$ cat config.mk
export PLATFORM = sky130hd
export DESIGN_NAME = multicycle_ctrl
export DESIGN_NICKNAME = d
export VERILOG_FILES = /design/src/rtl/cpu_ctrl_pkg.sv /design/src/rtl/multicycle_ctrl_decode.sv /design/src/rtl/multicycle_ctrl.sv
export SDC_FILE = /design/constraint.sdc
export NUM_CORES = 1
export LEC_CHECK = 0
export ABC_CLOCK_PERIOD_IN_PS = 2600
export CAP_MARGIN = 10
export CORE_MARGIN = 2
export CORE_UTILIZATION = 35
export CTS_BUF_LIST = sky130_fd_sc_hd__clkbuf_4 sky130_fd_sc_hd__clkbuf_8
export CTS_CLUSTER_DIAMETER = 100
export DETAILED_ROUTE_END_ITERATION = 7
export SETUP_SLACK_MARGIN = 0.02
export SLEW_MARGIN = 40
export SYNTH_ARGS = -nofsm -noshare
export SYNTH_HDL_FRONTEND = slang
export SYNTH_SLANG_ARGS = --single-unit
$ cat constraint.sdc
create_clock -name clk -period 2.6 [get_ports clk]
set_input_delay 0.52 -clock clk [delete_from_list [all_inputs] [get_ports clk]]
set_output_delay 0.52 -clock clk [all_outputs]
set_load 0.02 [all_outputs]
$ cat src/rtl/cpu_ctrl_pkg.sv
// cpu_ctrl_pkg: opcodes, FSM states, datapath select encodings and control vector of the multicycle CPU controller
package cpu_ctrl_pkg;
  localparam logic [5:0] OP_R     = 6'b000000;
  localparam logic [5:0] OP_J     = 6'b000010;
  localparam logic [5:0] OP_BEQ   = 6'b000100;
  localparam logic [5:0] OP_BNE   = 6'b000101;
  localparam logic [5:0] OP_ADDIU = 6'b001001;
  localparam logic [5:0] OP_SLTI  = 6'b001010;
  localparam logic [5:0] OP_ANDI  = 6'b001100;
  localparam logic [5:0] OP_ORI   = 6'b001101;
  localparam logic [5:0] OP_LW    = 6'b100011;
  localparam logic [5:0] OP_SW    = 6'b101011;
  localparam logic [1:0] ALU_ADD    = 2'b00;
  localparam logic [1:0] ALU_SUB    = 2'b01;
  localparam logic [1:0] ALU_FUNCT  = 2'b10;
  localparam logic [1:0] ALU_IMM    = 2'b11;
  localparam logic [1:0] SRCB_B     = 2'b00;
  localparam logic [1:0] SRCB_4     = 2'b01;
  localparam logic [1:0] SRCB_IMM   = 2'b10;
  localparam logic [1:0] SRCB_SHIMM = 2'b11;
  localparam logic [1:0] PCS_ALU    = 2'b00;
  localparam logic [1:0] PCS_OUT    = 2'b01;
  localparam logic [1:0] PCS_JMP    = 2'b10;
  typedef enum logic [3:0] {
    FETCH, DECODE, MEM_ADR, MEM_RD, MEM_WB, MEM_WR,
    EXEC_R, R_WB, EXEC_I, I_WB, BRANCH, JUMP
  } state_t;
  typedef struct packed {
    logic       pc_write;
    logic       pc_write_cond;
    logic       pc_write_cond_ne;
    logic       iord;
    logic       mem_read;
    logic       mem_write;
    logic       ir_write;
    logic       reg_dst;
    logic       mem_to_reg;
    logic       reg_write;
    logic       alu_src_a;
    logic [1:0] alu_src_b;
    logic [1:0] alu_op;
    logic [1:0] pc_source;
  } ctrl_t;
  function automatic logic is_legal(input logic [5:0] op);
    return op inside {OP_R, OP_J, OP_BEQ, OP_BNE, OP_ADDIU, OP_SLTI, OP_ANDI, OP_ORI, OP_LW, OP_SW};
  endfunction
endpackage

$ cat src/rtl/multicycle_ctrl_decode.sv
// multicycle_ctrl_decode: maps FSM state (plus latched opcode) to the datapath control vector
module multicycle_ctrl_decode
  import cpu_ctrl_pkg::*;
(
  input  state_t     state,
  input  logic [5:0] op,
  input  logic       go,
  output ctrl_t      ctrl
);
  always_comb begin
    ctrl = '0;
    case (state)
      FETCH:   begin ctrl.mem_read = 1'b1; ctrl.ir_write = go; ctrl.pc_write = go; ctrl.alu_src_b = SRCB_4; ctrl.alu_op = ALU_ADD; ctrl.pc_source = PCS_ALU; end
      DECODE:  begin ctrl.alu_src_b = SRCB_SHIMM; ctrl.alu_op = ALU_ADD; end
      MEM_ADR: begin ctrl.alu_src_a = 1'b1; ctrl.alu_src_b = SRCB_IMM; ctrl.alu_op = ALU_ADD; end
      MEM_RD:  begin ctrl.mem_read = 1'b1; ctrl.iord = 1'b1; end
      MEM_WB:  begin ctrl.reg_write = 1'b1; ctrl.mem_to_reg = 1'b1; end
      MEM_WR:  begin ctrl.mem_write = 1'b1; ctrl.iord = 1'b1; end
      EXEC_R:  begin ctrl.alu_src_a = 1'b1; ctrl.alu_src_b = SRCB_B; ctrl.alu_op = ALU_FUNCT; end
      R_WB:    begin ctrl.reg_write = 1'b1; ctrl.reg_dst = 1'b1; end
      EXEC_I:  begin ctrl.alu_src_a = 1'b1; ctrl.alu_src_b = SRCB_IMM; ctrl.alu_op = (op == OP_ADDIU) ? ALU_ADD : ALU_IMM; end
      I_WB:    ctrl.reg_write = 1'b1;
      BRANCH:  begin ctrl.alu_src_a = 1'b1; ctrl.alu_src_b = SRCB_B; ctrl.alu_op = ALU_SUB; ctrl.pc_source = PCS_OUT; ctrl.pc_write_cond = (op == OP_BEQ); ctrl.pc_write_cond_ne = (op == OP_BNE); end
      JUMP:    begin ctrl.pc_write = 1'b1; ctrl.pc_source = PCS_JMP; end
      default: ;
    endcase
  end
endmodule

$ cat src/rtl/multicycle_ctrl.sv
// multicycle_ctrl: multicycle MIPS control FSM with retired-instruction counter; define MULTICYCLE_MEM_WAIT_EN to stall memory states on mem_ready
module multicycle_ctrl
  import cpu_ctrl_pkg::*;
#(
  parameter int CNT_W = 16
) (
  input  logic             clk,
  input  logic             rst,
  input  logic [5:0]       op_code,
  input  logic             mem_ready,
  output logic             pc_write,
  output logic             pc_write_cond,
  output logic             pc_write_cond_ne,
  output logic             iord,
  output logic             mem_read,
  output logic             mem_write,
  output logic             ir_write,
  output logic             reg_dst,
  output logic             mem_to_reg,
  output logic             reg_write,
  output logic             alu_src_a,
  output logic [1:0]       alu_src_b,
  output logic [1:0]       alu_op,
  output logic [1:0]       pc_source,
  output logic             illegal_op,
  output logic [CNT_W-1:0] retired
);
  state_t     state, state_n;
  logic [5:0] op_q;
  logic       go;
  ctrl_t      dec, ctrl;
`ifdef MULTICYCLE_MEM_WAIT_EN
  assign go = mem_ready;
`else
  logic unused_mem_ready;
  assign unused_mem_ready = mem_ready;
  assign go = 1'b1;
`endif
  always_ff @(posedge clk) begin
    if (rst) state <= FETCH;
    else state <= state_n;
  end
  always_comb begin
    state_n = state;
    case (state)
      FETCH:   state_n = go ? DECODE : FETCH;
      DECODE:  state_n = op_code inside {OP_LW, OP_SW} ? MEM_ADR :
                         op_code == OP_R ? EXEC_R :
                         op_code inside {OP_ADDIU, OP_ANDI, OP_ORI, OP_SLTI} ? EXEC_I :
                         op_code inside {OP_BEQ, OP_BNE} ? BRANCH :
                         op_code == OP_J ? JUMP : FETCH;
      MEM_ADR: state_n = (op_q == OP_LW) ? MEM_RD : MEM_WR;
      MEM_RD:  state_n = go ? MEM_WB : MEM_RD;
      MEM_WR:  state_n = go ? FETCH : MEM_WR;
      EXEC_R:  state_n = R_WB;
      EXEC_I:  state_n = I_WB;
      default: state_n = FETCH;
    endcase
  end
  always_ff @(posedge clk) begin
    if (rst) begin
      op_q       <= '0;
      illegal_op <= 1'b0;
      retired    <= '0;
    end else begin
      if (state == DECODE) op_q <= op_code;
      illegal_op <= (state == DECODE) && !is_legal(op_code);
      if (state_n == FETCH && state != FETCH && state != DECODE) retired <= retired + CNT_W'(1);
    end
  end
  multicycle_ctrl_decode u_decode (
    .state (state),
    .op    (op_q),
    .go    (go),
    .ctrl  (dec)
  );
  assign ctrl = rst ? '0 : dec;
  assign {pc_write, pc_write_cond, pc_write_cond_ne, iord, mem_read, mem_write, ir_write,
          reg_dst, mem_to_reg, reg_write, alu_src_a, alu_src_b, alu_op, pc_source} = ctrl;
endmodule

==> impl_metrics.env <==
export IMPL_status="finished clean"
export IMPL_yosysWarnings=0
export IMPL_r2r_end="retired[13]$_SDFFE_PP0P_"
export IMPL_grt_pass1_wl_um=6950
export IMPL_buffer_ports_inserted=41
export IMPL_num_io_pins=43
export IMPL_root_buffer="sky130_fd_sc_hd__clkbuf_8"
export IMPL_worst_r2r_setup_slack_ns=0.69
export IMPL_syn_to_final_growth_pct=38.9
export IMPL_critPathArrivalTime_ns=1.94
export IMPL_floorplan_die_width_um=71.8
export IMPL_drtAntennaViolNets=0
export IMPL_worst_path_max_fanout=8
export IMPL_yosysUniqueCellTypes=45
export IMPL_gr_usage_met3=0.0239
export IMPL_hold_end="op_q[1]$_SDFFE_PP0P_"
export IMPL_preCtsSetupSlack_ns=-0.262
export IMPL_worst_slack_ns=0.135
export IMPL_synth_top_cells_by_area="sky130_fd_sc_hd__dfxtp_1, sky130_fd_sc_hd__a21oi_1, sky130_fd_sc_hd__nor2_1"
export IMPL_post_route_cells_drive_above_1_share=0.156
export IMPL_comb_power_share=0.158
export IMPL_post_synth_arst_share=0
export IMPL_synth_top_area_frac=0.336
export IMPL_power_per_cell_area_nw_per_um2=367
export IMPL_internal_power_mw=0.604
export IMPL_rsz0062_at_grt="false"
export IMPL_holdCritStartpoint="op_q[1]$_SDFFE_PP0P_"
export IMPL_post_synth_instance_area_um2=1610
export IMPL_global_route_usage_met1=0.222
export IMPL_layout_nets=268
export IMPL_clock_power_share=0.310
export IMPL_maxClockFrequency_mhz=406
export IMPL_seq_power_share=0.532
export IMPL_worst_pin_slew_ns=0.483
export IMPL_clock_tree_from_tritoncts="built"
export IMPL_maxSlewViolCount=0
export IMPL_total_routed_wirelength_um=4090
export IMPL_detail_route_wl_per_cell_um=13.2
export IMPL_crit_type="in -> out"
export IMPL_first_global_vias=1500
export IMPL_clock_sinks=27
export IMPL_cts_post_setup_buffers_inserted=0
export IMPL_p_sw_mw=0.213
export IMPL_postSynth_topFlopCell="sky130_fd_sc_hd__dfxtp_1"
export IMPL_finalHoldViolCount=0
export IMPL_synthesis_nets=218
export IMPL_timing_max_slew_rel_slack=0.678
export IMPL_routed_via_density=5.41
export IMPL_synth_sequential_area_ratio=0.336
export IMPL_min_period_ns=2.46
export IMPL_synth_area_per_cell_um2=7.72
export IMPL_die_ar_um2=5150
export IMPL_grt_total_usage=0.164
export IMPL_hold_slack_ns=0.473
export IMPL_place_gp_congestion=0.824
export IMPL_first_pass_iters=4
export IMPL_finish_cell_count_without_fillers=309
export IMPL_core_rowCount=24
export IMPL_end_kind="primary output"
export IMPL_yosys_top_cell_by_area="sky130_fd_sc_hd__dfxtp_1"
export IMPL_detail_route_drc_violations=0
export IMPL_total_leakage_power_nw=0.844
export IMPL_post_synth_edffs=0
export IMPL_peakVddDrop_mv=0.239
export IMPL_worst_hold_path_type="reg -> reg"
export IMPL_ff_to_ff_path_depth=4
export IMPL_floorplan_initialDensity=0.366
export IMPL_crit_reg2reg_launch="state[0]$_SDFF_PP0_"
export IMPL_clkTransAtPathRegs_ns=0.10
export IMPL_max_clock_path_buffers=2
export IMPL_post_layout_total_power_mw=0.818
export IMPL_power_switching_share=0.261
export IMPL_max_cap_violations=0
export IMPL_timing_final_setup_violations=0
export IMPL_route_vias_total=1671
export IMPL_drt_first_iter_violations=75
export IMPL_fp_coreArea_um2=4380
export IMPL_grt_busiest_layer="met2"
export IMPL_clock_network_latency_to_the_later_pin_of_the_worst_skew_pair_ns=0.27
export IMPL_finalSetupTns_ns=0
export IMPL_min_path_cells=2
export IMPL_yosys_top_cells_count="sky130_fd_sc_hd__dfxtp_1, sky130_fd_sc_hd__nor2_1, sky130_fd_sc_hd__a21oi_1, sky130_fd_sc_hd__nand2_1, sky130_fd_sc_hd__nor3_1"
export IMPL_cts_htree_levels=1
export IMPL_grt_max_degree=15
export IMPL_antenna_cells=0
export IMPL_synth_ff_latch_count=27
export IMPL_worst_endpoint_required_ns=2.08
export IMPL_gr_usage_met2=0.281
export IMPL_yosys_cell_count_top_type="sky130_fd_sc_hd__dfxtp_1"
export IMPL_synthCells=208
export IMPL_setup_worst_path_start_class="primary input"
export IMPL_timing_final_crit_share=0.948
export IMPL_worst_clock_skew_ns=0.00456
export IMPL_initial_antenna_violation_count=0
export IMPL_hpwl_um=3150
export IMPL_cts_made_buffers=3
export IMPL_die_y_um=71.8
export IMPL_global_route_overflow_total=0
export IMPL_place_inst=305
==> timing repair <==
| item | CTS | global route |
|---|---|---|
| endpoints found under the setup margin | 17 | 7 |
| hold buffers | 0 | 0 |
| gates resized for setup | 6 | 9 |
==> critical path: stages <==
cell and delay (ns):
sky130_fd_sc_hd__dlygate4sd2_1 0.33, sky130_fd_sc_hd__buf_4 0.20, sky130_fd_sc_hd__nor3_1 0.24, sky130_fd_sc_hd__clkdlybuf4s50_1 0.65
==> metrics by stage <==
stage,instance area (um2),utilization
floorplan,1610,-
global placement,2160,0.492
detailed placement,2160,0.492
CTS,2200,0.503
global route,2230,0.509
finish,2230,0.509
==> layout by cell type (no fill, tap or decap), types with 2 or more instances in the layout <==
cell type / instances
sky130_fd_sc_hd__nor2b_1: 4
sky130_fd_sc_hd__nand4_1: 2
sky130_fd_sc_hd__inv_1: 4
sky130_fd_sc_hd__mux2_2: 4
sky130_fd_sc_hd__nand2b_1: 6
sky130_fd_sc_hd__a211oi_1: 2
sky130_fd_sc_hd__and4_1: 3
sky130_fd_sc_hd__dfxtp_1: 25
sky130_fd_sc_hd__o31ai_1: 8
sky130_fd_sc_hd__clkdlybuf4s50_1: 32
sky130_fd_sc_hd__nor3b_1: 2
sky130_fd_sc_hd__a21oi_2: 2
sky130_fd_sc_hd__or2_1: 2
sky130_fd_sc_hd__nor2_1: 23
sky130_fd_sc_hd__o21ai_0: 3
sky130_fd_sc_hd__dlymetal6s2s_1: 5
sky130_fd_sc_hd__a21oi_1: 19
sky130_fd_sc_hd__nand2_1: 20
sky130_fd_sc_hd__nor4_1: 3
sky130_fd_sc_hd__or4_1: 7
sky130_fd_sc_hd__nand3_1: 7
sky130_fd_sc_hd__or2_2: 2
sky130_fd_sc_hd__nor4b_1: 2
sky130_fd_sc_hd__clkbuf_8: 3
sky130_fd_sc_hd__dfxtp_2: 2
sky130_fd_sc_hd__or3_1: 5
sky130_fd_sc_hd__buf_4: 20
sky130_fd_sc_hd__nor3_1: 11
sky130_fd_sc_hd__xnor2_1: 4
sky130_fd_sc_hd__dlygate4sd2_1: 3
==> worst max path at each step <==
stage / from / end / slack [ns] / cells after the start
5_1_grt: state[2]$_SDFF_PP0_ / pc_write_cond_ne / 0.06 / 5
4_1_cts: state[2]$_SDFF_PP0_ / iord / 0.03 / 4
3_5_place_dp: rst / alu_op[0] / -0.26 / 5
3_3_place_gp: rst / alu_op[0] / -0.21 / 5
2_1_floorplan: rst / alu_src_a / 0.10 / 3
6_report: rst / pc_source[1] / 0.14 / 4
==> logic make-up (layout without fill, tap and decap cells) <==
family | after synthesis | in the layout | synth area share
xor+xnor | 5 | 5 | 0.0273
compound gates | 45 | 45 | 0.180
mux | 5 | 5 | 0.0343
simple gates | 106 | 106 | 0.362
flops | 27 | 27 | 0.336
buf+inv | 19 | 68 | 0.0522
fa+ha+maj | 1 | 1 | 0.00779
==> power groups by stage <==
stage	Combinational (mW)	Clock, mW	Sequential, mW
6_report	0.130	0.253	0.435
5_1_grt	0.143	0.278	0.437
3_5_place_dp	0.131	0	0.444
4_1_cts	0.131	0.261	0.435
3_3_place_gp	0.130	0	0.444
2_1_floorplan	0.0740	0	0.440
==> routing by layer <==
layer / vias up / wire length (um)
li1: 859 / -
met1: 776 / 1980
met2: 34 / 1920
met3: 2 / 174
met4: 0 / 17
met5: - / 0
==> sequential cells by signal (all words and copies together), names as in the netlist <==
signal / cells
retired: 16
op_q: 6
illegal_op: 1
state: 4
==> layout make-up <==
type                    instances  area (um2)
fillers                       453        2150
repair buffers                 60         559
well taps                      52        65.1
flip-flops and latches         27         543
multi-input cells             162        1000
clock buffers                   4        48.8
inverters                       4        15.0
No activity file was read; power rests on OpenSTA's default activity.
